**src/rtl/vga_scan_engine_pkg.sv**
```systemverilog
// Shared definitions for the VGA scan engine.
//   COLORW           : bits per colour channel
//   VGA640_*         : 640x480@60 timing preset (pixels / lines)
//   vga_ctl_t        : control bundle carried alongside the framebuffer read latency
//   ceil_div()       : elaboration-time ceiling division for framebuffer dimensions
package vga_scan_engine_pkg;

    localparam int unsigned COLORW = 8;

    localparam int unsigned VGA640_H_ACT  = 640;
    localparam int unsigned VGA640_H_FP   = 16;
    localparam int unsigned VGA640_H_SYNC = 96;
    localparam int unsigned VGA640_H_BP   = 48;
    localparam int unsigned VGA640_V_ACT  = 480;
    localparam int unsigned VGA640_V_FP   = 10;
    localparam int unsigned VGA640_V_SYNC = 2;
    localparam int unsigned VGA640_V_BP   = 33;

    typedef struct packed {
        logic       active;
        logic       hs;        // sync asserted (polarity applied at the pins)
        logic       vs;
        logic       win_valid;
        logic [2:0] win_id;
    } vga_ctl_t;

    function automatic int unsigned ceil_div(input int unsigned a, input int unsigned b);
        return (a + b - 1) / b;
    endfunction

endpackage

```
**src/rtl/vga_axis_counter.sv**
```systemverilog
// One raster axis: free-running position counter with wrap, active and sync flags.
//   i_clk, i_rst_n : clock, async active-low reset
//   i_step         : advance by one (pixel clock for H, line wrap for V)
//   o_cnt          : current position 0..TOTAL-1
//   o_last         : position is TOTAL-1
//   o_active       : position < ACT
//   o_sync         : position within [ACT+FP, ACT+FP+SYNC), polarity-free
module vga_axis_counter #(
    parameter int unsigned W    = 11,
    parameter int unsigned ACT  = 640,
    parameter int unsigned FP   = 16,
    parameter int unsigned SYNC = 96,
    parameter int unsigned BP   = 48
) (
    input  logic         i_clk,
    input  logic         i_rst_n,
    input  logic         i_step,
    output logic [W-1:0] o_cnt,
    output logic         o_last,
    output logic         o_active,
    output logic         o_sync
);

    localparam int unsigned TOTAL = ACT + FP + SYNC + BP;

    logic [W-1:0] r_cnt;

    always_ff @(posedge i_clk or negedge i_rst_n) begin
        if (!i_rst_n) begin
            r_cnt <= '0;
        end else if (i_step) begin
            r_cnt <= o_last ? '0 : r_cnt + W'(1);
        end
    end

    assign o_cnt    = r_cnt;
    assign o_last   = (r_cnt == W'(TOTAL - 1));
    assign o_active = (r_cnt < W'(ACT));
    assign o_sync   = (r_cnt >= W'(ACT + FP)) && (r_cnt < W'(ACT + FP + SYNC));

endmodule

```
**src/rtl/vga_scan_engine.sv**
```systemverilog
// VGA scan engine: raster timing, downscaled framebuffer addressing, prioritised overlay
// windows and a latency-aligned RGB/sync output stage.
//   iVGA_CLK, iRST_n : pixel clock, async active-low reset
//   iWIN_EN/iWIN_CFG : per-window enable and {x0,y0,x1,y1}, sampled once per frame
//   iRGB_BG/iRGB_WIN : background / window pixel data, RD_LAT cycles after the address
//   oFB_ADDR, oWIN_* , oFRAME : address stage (one cycle after the counters)
//   oRGB, oHS, oVS, oBLANK_n  : pins, RD_LAT+2 cycles after the counters
module vga_scan_engine
    import vga_scan_engine_pkg::*;
#(
    parameter int unsigned H_ACT  = VGA640_H_ACT,
    parameter int unsigned H_FP   = VGA640_H_FP,
    parameter int unsigned H_SYNC = VGA640_H_SYNC,
    parameter int unsigned H_BP   = VGA640_H_BP,
    parameter int unsigned V_ACT  = VGA640_V_ACT,
    parameter int unsigned V_FP   = VGA640_V_FP,
    parameter int unsigned V_SYNC = VGA640_V_SYNC,
    parameter int unsigned V_BP   = VGA640_V_BP,
    parameter bit          HS_POL = 1'b0,
    parameter bit          VS_POL = 1'b0,
    parameter int unsigned SCALE  = 5,
    parameter int unsigned AW     = 20,
    parameter int unsigned CW     = 11,
    parameter int unsigned NWIN   = 2,
    parameter int unsigned RD_LAT = 1
) (
    input  logic                     iVGA_CLK,
    input  logic                     iRST_n,
    input  logic [NWIN-1:0]          iWIN_EN,
    input  logic [NWIN*4*CW-1:0]     iWIN_CFG,
    input  logic [3*COLORW-1:0]      iRGB_BG,
    input  logic [NWIN*3*COLORW-1:0] iRGB_WIN,
    output logic [AW-1:0]            oFB_ADDR,
    output logic                     oWIN_VALID,
    output logic [2:0]               oWIN_ID,
    output logic [CW-1:0]            oWIN_X,
    output logic [CW-1:0]            oWIN_Y,
    output logic                     oFRAME,
    output logic [3*COLORW-1:0]      oRGB,
    output logic                     oHS,
    output logic                     oVS,
    output logic                     oBLANK_n
);

    localparam int unsigned FB_W    = ceil_div(H_ACT, SCALE);
    localparam int unsigned SXW     = (SCALE > 1) ? $clog2(SCALE) : 1;
    localparam logic [SXW-1:0] SX_LAST = SXW'(SCALE - 1);
    localparam int unsigned RGBW    = 3 * COLORW;

    // ---------------- raster counters ----------------
    logic [CW-1:0] w_hcnt, w_vcnt;
    logic w_h_last, w_v_last, w_h_act, w_v_act, w_h_sync, w_v_sync;
    logic w_active, w_frame_end;

    vga_axis_counter #(.W(CW), .ACT(H_ACT), .FP(H_FP), .SYNC(H_SYNC), .BP(H_BP)) u_hcnt (
        .i_clk    (iVGA_CLK),
        .i_rst_n  (iRST_n),
        .i_step   (1'b1),
        .o_cnt    (w_hcnt),
        .o_last   (w_h_last),
        .o_active (w_h_act),
        .o_sync   (w_h_sync)
    );

    vga_axis_counter #(.W(CW), .ACT(V_ACT), .FP(V_FP), .SYNC(V_SYNC), .BP(V_BP)) u_vcnt (
        .i_clk    (iVGA_CLK),
        .i_rst_n  (iRST_n),
        .i_step   (w_h_last),
        .o_cnt    (w_vcnt),
        .o_last   (w_v_last),
        .o_active (w_v_act),
        .o_sync   (w_v_sync)
    );

    assign w_active    = w_h_act && w_v_act;
    assign w_frame_end = w_h_last && w_v_last;

    // ---------------- replication counters (no divide/multiply) ----------------
    logic [SXW-1:0] r_sx, r_sy;
    logic [AW-1:0]  r_fbx, r_row_base;

    always_ff @(posedge iVGA_CLK or negedge iRST_n) begin
        if (!iRST_n) begin
            r_sx       <= '0;
            r_fbx      <= '0;
            r_sy       <= '0;
            r_row_base <= '0;
        end else begin
            if (w_h_last) begin
                r_sx  <= '0;
                r_fbx <= '0;
            end else if (w_active) begin
                if (r_sx == SX_LAST) begin
                    r_sx  <= '0;
                    r_fbx <= r_fbx + AW'(1);
                end else begin
                    r_sx <= r_sx + SXW'(1);
                end
            end
            if (w_frame_end) begin
                r_sy       <= '0;
                r_row_base <= '0;
            end else if (w_h_last && w_v_act) begin
                // Overshoot after the last active row is harmless: cleared before reuse.
                if (r_sy == SX_LAST) begin
                    r_sy       <= '0;
                    r_row_base <= r_row_base + AW'(FB_W);
                end else begin
                    r_sy <= r_sy + SXW'(1);
                end
            end
        end
    end

    // ---------------- window shadows and hit test ----------------
    logic [NWIN-1:0]      r_win_en;
    logic [NWIN*4*CW-1:0] r_win_cfg;

    // Latched only at the very last pixel of the frame so a frame never tears.
    always_ff @(posedge iVGA_CLK or negedge iRST_n) begin
        if (!iRST_n) begin
            r_win_en  <= '0;
            r_win_cfg <= '0;
        end else if (w_frame_end) begin
            r_win_en  <= iWIN_EN;
            r_win_cfg <= iWIN_CFG;
        end
    end

    logic [CW-1:0]   w_x0 [NWIN];
    logic [CW-1:0]   w_y0 [NWIN];
    logic [CW-1:0]   w_x1 [NWIN];
    logic [CW-1:0]   w_y1 [NWIN];
    logic [NWIN-1:0] w_in_win;

    for (genvar g = 0; g < NWIN; g++) begin : g_win
        assign w_x0[g]     = r_win_cfg[g*4*CW + 3*CW +: CW];
        assign w_y0[g]     = r_win_cfg[g*4*CW + 2*CW +: CW];
        assign w_x1[g]     = r_win_cfg[g*4*CW + 1*CW +: CW];
        assign w_y1[g]     = r_win_cfg[g*4*CW +: CW];
        // Half-open ranges make x0>=x1 or y0>=y1 naturally empty.
        assign w_in_win[g] = r_win_en[g] && (w_hcnt >= w_x0[g]) && (w_hcnt < w_x1[g]) &&
                             (w_vcnt >= w_y0[g]) && (w_vcnt < w_y1[g]);
    end

    logic          w_hit;
    logic [2:0]    w_hit_id;
    logic [CW-1:0] w_hit_x, w_hit_y;

    // Scan from highest index down so the lowest matching index is left standing.
    always_comb begin
        w_hit    = 1'b0;
        w_hit_id = '0;
        w_hit_x  = '0;
        w_hit_y  = '0;
        for (int i = int'(NWIN) - 1; i >= 0; i--) begin
            if (w_in_win[i]) begin
                w_hit    = 1'b1;
                w_hit_id = 3'(i);
                w_hit_x  = w_hcnt - w_x0[i];
                w_hit_y  = w_vcnt - w_y0[i];
            end
        end
    end

    // ---------------- stage A ----------------
    logic r_act_a, r_hs_a, r_vs_a;

    always_ff @(posedge iVGA_CLK or negedge iRST_n) begin
        if (!iRST_n) begin
            oFB_ADDR   <= '0;
            oFRAME     <= 1'b0;
            oWIN_VALID <= 1'b0;
            oWIN_ID    <= '0;
            oWIN_X     <= '0;
            oWIN_Y     <= '0;
            r_act_a    <= 1'b0;
            r_hs_a     <= 1'b0;
            r_vs_a     <= 1'b0;
        end else begin
            if (w_active) begin
                oFB_ADDR <= r_row_base + r_fbx;
            end
            oFRAME     <= (w_hcnt == '0) && (w_vcnt == '0);
            oWIN_VALID <= w_hit;
            oWIN_ID    <= w_hit_id;
            oWIN_X     <= w_hit_x;
            oWIN_Y     <= w_hit_y;
            r_act_a    <= w_active;
            r_hs_a     <= w_h_sync;
            r_vs_a     <= w_v_sync;
        end
    end

    // ---------------- stage B: match framebuffer read latency ----------------
    vga_ctl_t w_ctl_a, w_ctl_b;

    assign w_ctl_a = '{active: r_act_a, hs: r_hs_a, vs: r_vs_a,
                       win_valid: oWIN_VALID, win_id: oWIN_ID};

    if (RD_LAT == 0) begin : g_no_dly
        assign w_ctl_b = w_ctl_a;
    end else begin : g_dly
        vga_ctl_t r_dly [RD_LAT];
        always_ff @(posedge iVGA_CLK or negedge iRST_n) begin
            if (!iRST_n) begin
                for (int i = 0; i < int'(RD_LAT); i++) r_dly[i] <= '0;
            end else begin
                r_dly[0] <= w_ctl_a;
                for (int i = 1; i < int'(RD_LAT); i++) r_dly[i] <= r_dly[i-1];
            end
        end
        assign w_ctl_b = r_dly[RD_LAT-1];
    end

    // ---------------- stage C: pixel mux and pins ----------------
    logic [RGBW-1:0] w_win_rgb;

    always_comb begin
        w_win_rgb = '0;
        for (int i = 0; i < int'(NWIN); i++) begin
            if (w_ctl_b.win_id == 3'(i)) w_win_rgb = iRGB_WIN[i*RGBW +: RGBW];
        end
    end

    always_ff @(posedge iVGA_CLK or negedge iRST_n) begin
        if (!iRST_n) begin
            oRGB     <= '0;
            oHS      <= ~HS_POL;
            oVS      <= ~VS_POL;
            oBLANK_n <= 1'b0;
        end else begin
            oRGB     <= !w_ctl_b.active    ? '0        :
                        w_ctl_b.win_valid ? w_win_rgb : iRGB_BG;
            oHS      <= w_ctl_b.hs ? HS_POL : ~HS_POL;
            oVS      <= w_ctl_b.vs ? VS_POL : ~VS_POL;
            oBLANK_n <= w_ctl_b.active;
        end
    end

endmodule
```
**config.mk**
```make
export PLATFORM = sky130hd
export DESIGN_NAME = vga_scan_engine
export DESIGN_NICKNAME = d
export VERILOG_FILES = /design/src/rtl/vga_scan_engine_pkg.sv /design/src/rtl/vga_axis_counter.sv /design/src/rtl/vga_scan_engine.sv
export SDC_FILE = /design/constraint.sdc
export NUM_CORES = 1
export LEC_CHECK = 0
export CAP_MARGIN = 40
export CORE_ASPECT_RATIO = 0.9
export CORE_MARGIN = 8
export CORE_UTILIZATION = 55
export CTS_BUF_LIST = sky130_fd_sc_hd__clkbuf_8
export DETAILED_ROUTE_END_ITERATION = 16
export PLACE_DENSITY = 0.94
export SLEW_MARGIN = 20
export SYNTH_ARGS = -nofsm -noshare
export SYNTH_HDL_FRONTEND = slang
export SYNTH_HIERARCHICAL = 1
export SYNTH_SLANG_ARGS = --single-unit
```
**constraint.sdc**
```tcl
create_clock -name iVGA_CLK -period 4.44 [get_ports iVGA_CLK]
set_clock_uncertainty 0.15 [all_clocks]
set_input_delay 0.444 -clock iVGA_CLK [delete_from_list [all_inputs] [get_ports iVGA_CLK]]
set_output_delay 0.444 -clock iVGA_CLK [all_outputs]
set_load 0.05 [all_outputs]
```
==> results of run 1 <==
[how the worst max path moves through the flow]
stage | from | endpoint | slack (ns) | cells past startpoint
finish | u_hcnt/o_cnt[4] | oWIN_X[3] | 1.00 | 7
global route | u_hcnt/o_cnt[1] | r_row_base[17] | 0.77 | 10
CTS | u_hcnt/o_cnt[4] | oWIN_Y[4] | 1.08 | 7
detailed placement | u_hcnt/o_cnt[4] | oWIN_Y[4] | 1.10 | 7
global placement | u_hcnt/o_cnt[4] | oWIN_Y[5] | 1.25 | 7
floorplan | u_hcnt/o_cnt[1] | r_fbx[14] | 1.51 | 9
[timing repair]
action                                 CTS  global route
hold buffers                             1             0
endpoints found under the hold margin  116             0
buffers inserted                         0             0
[state kept, by name (all words and copies together), names as in the netlist]
name / flops
r_hs_a: 1
oWIN_X: 11
oVS: 1
r_fbx: 20
r_sy: 3
oHS: 1
oRGB: 24
r_win_en: 2
r_win_cfg: 88
r_row_base: 13
oWIN_Y: 11
r_act_a: 1
r_sx: 3
oWIN_VALID: 1
oWIN_ID: 1
g_dly.r_dly: 5
u_vcnt/o_cnt: 11
r_vs_a: 1
oFB_ADDR: 20
oBLANK_n: 1
u_hcnt/o_cnt: 11
oFRAME: 1
[Yosys cell counts (9+ instances only)]
cell type	number	area share, %
sky130_fd_sc_hd__nand4_1	18	0.86
sky130_fd_sc_hd__nand2b_1	16	0.77
sky130_fd_sc_hd__xor2_1	38	2.6
sky130_fd_sc_hd__nor2_1	65	1.9
sky130_fd_sc_hd__a21oi_1	53	2.0
sky130_fd_sc_hd__clkbuf_1	43	1.2
sky130_fd_sc_hd__nor2b_1	13	0.62
sky130_fd_sc_hd__nor3_1	9	0.35
sky130_fd_sc_hd__o211a_1	24	1.8
sky130_fd_sc_hd__xnor2_1	41	2.8
sky130_fd_sc_hd__o21ai_0	141	5.4
sky130_fd_sc_hd__dfrtp_1	229	44
sky130_fd_sc_hd__and3_1	11	0.53
sky130_fd_sc_hd__mux2_2	9	0.78
sky130_fd_sc_hd__a21o_1	14	0.81
sky130_fd_sc_hd__mux2i_1	53	4.1
sky130_fd_sc_hd__nand3_1	34	1.3
sky130_fd_sc_hd__inv_1	110	3.2
sky130_fd_sc_hd__ha_1	105	10
sky130_fd_sc_hd__nor4_1	11	0.53
sky130_fd_sc_hd__nand2_1	224	6.4
[cells by family (layout without fill, tap and decap cells)]
family          after synthesis  in the layout  share of synthesized area [%]
simple gates                444            444                          16.22
fa+ha+maj                   109            109                          10.68
other cells                   2              9                        0.05756
compound gates              292            292                          13.73
flops                       231            231                          44.33
xor+xnor                     79             79                          5.304
buf+inv                     160            423                          4.834
mux                          62             62                          4.843
[metal layers]
| layer | wire [µm] | vias up | global-route usage (%) |
|---|---|---|---|
| met4 | 1568 | 0 | 11.49 |
| met3 | 3121 | 108 | 5.338 |
| li1 | - | 5223 | - |
| met2 | 16700 | 534 | 40.74 |
| met1 | 14800 | 5205 | 30.83 |
| met5 | 0 | - | 0 |
[power groups by stage]
stage / clock (W) / combinational [W] / sequential, W
after floorplan: 0 / 0.000310 / 0.00229
after global placement: 0 / 0.000625 / 0.00228
after detailed placement: 0 / 0.000642 / 0.00229
after CTS: 0.00184 / 0.000654 / 0.00225
after global routing: 0.00193 / 0.000722 / 0.00226
final: 0.00180 / 0.000655 / 0.00226
[stage by stage]
| stage | util (%) | total power (W) | hold WS (ns) |
|---|---|---|---|
| floorplan | - | 0.002600 | -0.001591 |
| global placement | 67.23 | 0.002909 | 0.1843 |
| detailed placement | 67.24 | 0.002931 | 0.1896 |
| CTS | 70.45 | 0.004749 | 0.2023 |
| global route | 70.45 | 0.004915 | 0.2158 |
| finish | 70.45 | 0.004715 | 0.1986 |
[worst max-delay path, cell delays in order, from the launching register on]
cell	delay (ns)
sky130_fd_sc_hd__dfrtp_1	0.68
sky130_fd_sc_hd__ha_1	0.34
sky130_fd_sc_hd__a21o_1	0.19
sky130_fd_sc_hd__a211oi_1	0.24
sky130_fd_sc_hd__a2111oi_0	0.14
sky130_fd_sc_hd__nor4_1	0.51
sky130_fd_sc_hd__and4_1	0.76
sky130_fd_sc_hd__mux2i_1	0.31
[final cells by class]
type	count	area (µm²)
fill	1666	6898
clock inverter	21	92.59
clock buffer	47	646.9
inverter	110	412.9
timing repair buffer	245	2460
multi-input combinational	995	6670
sequential	231	5784
tap	302	377.9
==> Flow_metrics.wiki, run 1 <==
{| class="wikitable"
! Metric !! Value
|-
| Run status || complete, no violations
|-
| Placed Instances || 1,882
|-
| Fin crit period || 3.439 ns
|-
| Worst-Skew Late Latency || 0.56 ns
|-
| Router iterations before antenna repair || 5
|-
| Fin Setup TNS || 0 ns
|-
| Worst Setup Path Type || reg2reg
|-
| Post-cts sizing count || 0
|-
| Max capacitance violation total || 0
|-
| Flip-flop cell with the highest count after synthesis || sky130_fd_sc_hd__dfrtp_1
|-
| Switching component of the power || 0.001295 W
|-
| TritonCTS Buffers || 39
|-
| Initial antenna violation count || 0
|-
| Leak pwr || 7.765 nW
|-
| Total die area || 0.02891 mm²
|-
| Beginning of the worst hold path || r_act_a
|-
| Global-route wire length before repair || 58.22 mm
|-
| Number of DRC markers after the initial detailed-route iteration || 998
|-
| Routed length per placed instance || 18.55 µm
|-
| Die W || 178.3 µm
|-
| Number of clock sinks || 231
|-
| Total number of H-tree levels || 2
|-
| Worst vdd ir || 0.1918 mV
|-
| Post-route insts no fill || 1,951
|-
| Mean Syn Cell Area || 9.461 µm²
|-
| Core area || 0.02334 mm²
|-
| Clock root buffer master || sky130_fd_sc_hd__clkbuf_8
|-
| Pin count of the biggest net entering global routing || 120
|-
| Ratio of routed vias to standard cells || 5.674
|-
| Placement Rows || 53
|-
| Pwr per Cell Area || 286.7 mW/mm²
|-
| Total setup violations reported at the end of the flow || 0
|-
| Setup repair after global routing missed its margin || no
|-
| Pin slew with the least headroom to its limit || 0.9272 ns
|-
| Setup ws final || 1.001 ns
|-
| Clock network fraction of total power || 38.2%
|-
| Antenna diode instance count || 0
|-
| Post-route DRC || 0
|-
| Post-detailed-placement cell area || 0.01570 mm²
|-
| Tightest Hold Check Type || reg2reg
|-
| Most frequent standard cell in the layout excluding fill and tap cells || sky130_fd_sc_hd__clkdlybuf4s50_1
|-
| Number of buffers on the longest clock path || 3
|-
| Placer congestion estimate || 0.8942
|-
| CP required || 4.76 ns
|-
| Fraction of layout cells with a size suffix above 1 || 5.458%
|-
| Launching element type of the critical path || flop
|-
| Register area share after synthesis || 44.33%
|-
| Worst Hold Path Cells || 0
|-
| Area overhead of the layout relative to synthesis || 26.05%
|-
| Depth of the most critical reg-to-reg path || 7
|-
| Number of buffers inserted by port buffering || 235
|-
| Boundary Pins || 238
|-
| Unique masters post-synth || 72
|-
| Flops & latches, synth || 231
|-
| Final cycle utilization of the critical path || 77.47%
|-
| Netlist area before placement || 0.01305 mm²
|-
| Register-to-register path setup slack || 1.00 ns
|-
| Sequential group share of total power || 47.9%
|-
| Clock transition time at the flip-flop clock pins of the worst setup and hold paths || 0.06 ns
|-
| Arrival @ worst endpoint || 3.76 ns
|-
| Post-DP HPWL || 27.05 mm
|-
| Design internal power || 0.003420 W
|-
| Warnings from Yosys || 6
|-
| Number of routed nets with antenna violations || 0
|-
| Layout Nets || 1,895
|-
| Max-slew violations || 0
|-
| Post-synthesis cell count || 1,379
|-
| Capture endpoint of the worst hold path || g_dly.r_dly[6]
|-
| CTS tree || built
|-
| Fmax achieved || 290.7 MHz
|-
| Startpoint of the worst-slack reg-to-reg timing path || u_hcnt/o_cnt[4]
|-
| Non-Filler Cell Area, Final || 0.01644 mm²
|-
| Overall fraction of global-route tracks in use || 24.83%
|-
| Pre-CTS WS || 1.103 ns
|-
| Final wirelength || 36.19 mm
|-
| Relative contribution of combinational cells to total power || 13.9%
|-
| Vias in the first global route || 11,320
|-
| Critical Path Fanout Max || 12
|-
| Switching part of the total || 27.46%
|-
| Count of vias placed by the detailed router || 11,070
|-
| Count of flip-flops with a built-in enable after synthesis || 0
|-
| Overall overflow remaining after global route || 0
|-
| Worst setup EP type || flop
|-
| Commonest non-fill, non-tap cells in the layout || sky130_fd_sc_hd__clkdlybuf4s50_1, sky130_fd_sc_hd__dfrtp_1, sky130_fd_sc_hd__nand2_1
|-
| Post-synth ARST share || 100.0%
|-
| Starting utilization of the core area || 55.89%
|-
| Final-report hold violation count || 0
|-
| FF-to-FF End || oWIN_X[3]
|-
| Die extent in y || 162.1 µm
|-
| Relative slew slack || 38.19%
|}
No activity file was read; power rests on OpenSTA's default activity.
==> run 2, diff against run 1 <==
==> constraint.sdc (replaced) <==
create_clock -name iVGA_CLK -period 3.5 [get_ports iVGA_CLK]
set_clock_uncertainty 0.15 [all_clocks]
set_input_delay 0.35 -clock iVGA_CLK [delete_from_list [all_inputs] [get_ports iVGA_CLK]]
set_output_delay 0.35 -clock iVGA_CLK [all_outputs]
set_load 0.05 [all_outputs]
==> Flow_metrics.wiki, run 2 (synthesis results as in run 1) <==
{| class="wikitable"
! Metric !! Value
|-
| Run status || complete, no violations (unchanged)
|-
| Placer congestion estimate || 0.9396 (was 0.8942)
|-
| Number of DRC markers after the initial detailed-route iteration || 979 (was 998)
|-
| Leak pwr || 7.938 nW (was 7.765 nW)
|-
| Post-detailed-placement cell area || 0.01590 mm² (was 0.01570 mm²)
|-
| Worst-Skew Late Latency || 0.54 ns (was 0.56 ns)
|-
| Starting utilization of the core area || 55.89% (unchanged)
|-
| Setup ws final || 0.2599 ns (was 1.001 ns)
|-
| Fin Setup TNS || 0 ns (unchanged)
|-
| Area overhead of the layout relative to synthesis || 28.39% (was 26.05%)
|-
| Placement Rows || 53 (unchanged)
|-
| CTS tree || built (unchanged)
|-
| Relative slew slack || 44.77% (was 38.19%)
|-
| Total die area || 0.02891 mm² (unchanged)
|-
| TritonCTS Buffers || 40 (was 39)
|-
| Boundary Pins || 238 (unchanged)
|-
| Antenna diode instance count || 0 (unchanged)
|-
| Total setup violations reported at the end of the flow || 0 (unchanged)
|-
| Clock transition time at the flip-flop clock pins of the worst setup and hold paths || 0.06 ns (about the same)
|-
| Overall overflow remaining after global route || 0 (unchanged)
|-
| Design internal power || 0.004563 W (was 0.003420 W)
|-
| Registers with the most flip-flops || r_win_cfg: 88 flops, oRGB: 24 flops (unchanged)
|-
| Clock network fraction of total power || 40.2% (was 38.2%)
|-
| Die W || 178.3 µm (unchanged)
|-
| Router iterations before antenna repair || 5 (unchanged)
|-
| Switching component of the power || 0.001685 W (was 0.001295 W)
|-
| Max capacitance violation total || 0 (unchanged)
|-
| CP required || 3.80 ns (was 4.76 ns)
|-
| Arrival @ worst endpoint || 3.54 ns (was 3.76 ns)
|-
| Total number of H-tree levels || 2 (unchanged)
|-
| Tightest Hold Check Type || reg2reg (unchanged)
|-
| Overall fraction of global-route tracks in use || 25.34% (was 24.83%)
|-
| Vias in the first global route || 11,680 (was 11,320)
|-
| Max-slew violations || 0 (unchanged)
|-
| Global-route wire length before repair || 59.22 mm (was 58.22 mm)
|-
| Routed length per placed instance || 18.94 µm (was 18.55 µm)
|-
| Final wirelength || 37.54 mm (was 36.19 mm)
|-
| Number of routed nets with antenna violations || 0 (unchanged)
|-
| Multi-input combinational cell area || 0.006670 mm² (unchanged)
|-
| Fin crit period || 3.240 ns (was 3.439 ns)
|-
| Top reg by flops || r_win_cfg (unchanged)
|-
| Post-DP HPWL || 28.11 mm (was 27.05 mm)
|-
| Final cycle utilization of the critical path || 92.57% (was 77.47%)
|-
| Worst Setup Path Type || reg2reg (unchanged)
|-
| Ratio of routed vias to standard cells || 5.781 (was 5.674)
|-
| Number of clock sinks || 231 (unchanged)
|-
| Setup repair after global routing missed its margin || no (unchanged)
|-
| Non-Filler Cell Area, Final || 0.01675 mm² (was 0.01644 mm²)
|-
| Switching part of the total || 26.97% (was 27.46%)
|-
| Fmax achieved || 308.6 MHz (was 290.7 MHz)
|-
| Die extent in y || 162.1 µm (unchanged)
|-
| Worst setup EP type || flop (unchanged)
|-
| Pin count of the biggest net entering global routing || 99 (was 120)
|-
| Critical Path Fanout Max || 12 (unchanged)
|-
| Buffers inserted during post-CTS setup optimization || 0 (unchanged)
|-
| Post-route DRC || 0 (unchanged)
|-
| Pwr per Cell Area || 373.0 mW/mm² (was 286.7 mW/mm²)
|-
| Fraction of layout cells with a size suffix above 1 || 7.321% (was 5.458%)
|-
| Pre-CTS WS || 0.4141 ns (was 1.103 ns)
|-
| Layout Nets || 1,922 (was 1,895)
|-
| Final-report hold violation count || 0 (unchanged)
|-
| Final Total Pwr || 0.006248 W (was 0.004715 W)
|-
| Worst vdd ir || 0.2986 mV (was 0.1918 mV)
|-
| Count of vias placed by the detailed router || 11,460 (was 11,070)
|-
| Relative contribution of combinational cells to total power || 14.8% (was 13.9%)
|-
| Commonest non-fill, non-tap cells in the layout || sky130_fd_sc_hd__clkdlybuf4s50_1, sky130_fd_sc_hd__dfrtp_1, sky130_fd_sc_hd__nand2_1 (unchanged)
|-
| Core area || 0.02334 mm² (unchanged)
|-
| Most frequent standard cell in the layout excluding fill and tap cells || sky130_fd_sc_hd__clkdlybuf4s50_1 (unchanged)
|-
| Sequential group share of total power || 45.1% (was 47.9%)
|-
| Number of flip-flops under the largest register name || 88 (unchanged)
|-
| Launching element type of the critical path || flop (unchanged)
|-
| Number of buffers on the longest clock path || 3 (unchanged)
|-
| Initial antenna violation count || 0 (unchanged)
|-
| Clock root buffer master || sky130_fd_sc_hd__clkbuf_8 (unchanged)
|-
| FF+latch area || 0.005783 mm² (was 0.005784 mm²)
|-
| Number of buffers inserted by port buffering || 235 (unchanged)
|-
| Pin slew with the least headroom to its limit || 0.8285 ns (was 0.9272 ns)
|-
| Filler instances || 1,645 (was 1,666)
|}
-- run 2: area by class of cell --
cell class | count | area share [%]
Timing Repair Buffer | 271 | 15.93
Multi-Input combinational cell | 995 | 39.82
Inverter | 110 | 2.465
Clock inverter | 21 | 0.7321
Sequential cell | 231 | 34.53
Tap cell | 302 | 2.256
Clock buffer | 52 | 4.273
-- run 2: repair_timing --
| action | 4_1_cts | 5_1_grt |
|---|---|---|
| gates resized for setup | 0 | 0 |
| hold buffers | 1 | 0 |
| endpoints found under the hold margin | 93 | 0 |
-- run 2: final timing paths --
path	slack, ns	to	start	depth (start not counted)
worst min register to register	0.20	g_dly.r_dly[6]	r_act_a	0
min in group asynchronous	0.32	oRGB[7]	iRST_n	2
max in group asynchronous	1.95	oVS	iRST_n	3
worst min-delay path	0.20	g_dly.r_dly[6]	r_act_a	0
worst max-delay path	0.26	oWIN_X[2]	u_hcnt/o_cnt[2]	8
worst max register to register	0.26	oWIN_X[2]	u_hcnt/o_cnt[2]	8
-- run 2: through the flow --
step	util, %	cells	hold WS, ns
after floorplan	-	1386	-0.09559
after global placement	68.12	1908	0.1843
after detailed placement	68.12	1908	0.1879
after CTS	71.76	1982	0.1884
after global routing	71.76	1982	0.1950
final	71.76	1982	0.1969
-- run 2: worst max-delay path, cell delays in order, from the launching register on --
cell and delay [ns]:
sky130_fd_sc_hd__dfrtp_1 0.61, sky130_fd_sc_hd__ha_1 0.33, sky130_fd_sc_hd__a21oi_1 0.15, sky130_fd_sc_hd__o21ai_0 0.10
sky130_fd_sc_hd__nand4_1 0.10, sky130_fd_sc_hd__a2111oi_0 0.10, sky130_fd_sc_hd__nor4_1 0.49, sky130_fd_sc_hd__and4_1 0.79
sky130_fd_sc_hd__mux2i_1 0.32
-- run 2: power by group through the flow --
stage,Combinational [W],Sequential [W],Clock (W)
floorplan,0.000393,0.00291,0
global placement,0.000866,0.00285,0
detailed placement,0.000898,0.00286,0
CTS,0.000912,0.00281,0.00257
global route,0.000997,0.00282,0.00269
finish,0.000922,0.00282,0.00251
-- run 2: routing by layer --
metal / share of wire, % / GRT usage (%) / vias to the layer above
met2: 47 / 41.78 / 617
li1: - / - / 5289
met3: 9.3 / 5.918 / 146
met4: 4.6 / 12.81 / 0
met5: 0 / 0 / -
met1: 39 / 30.59 / 5405
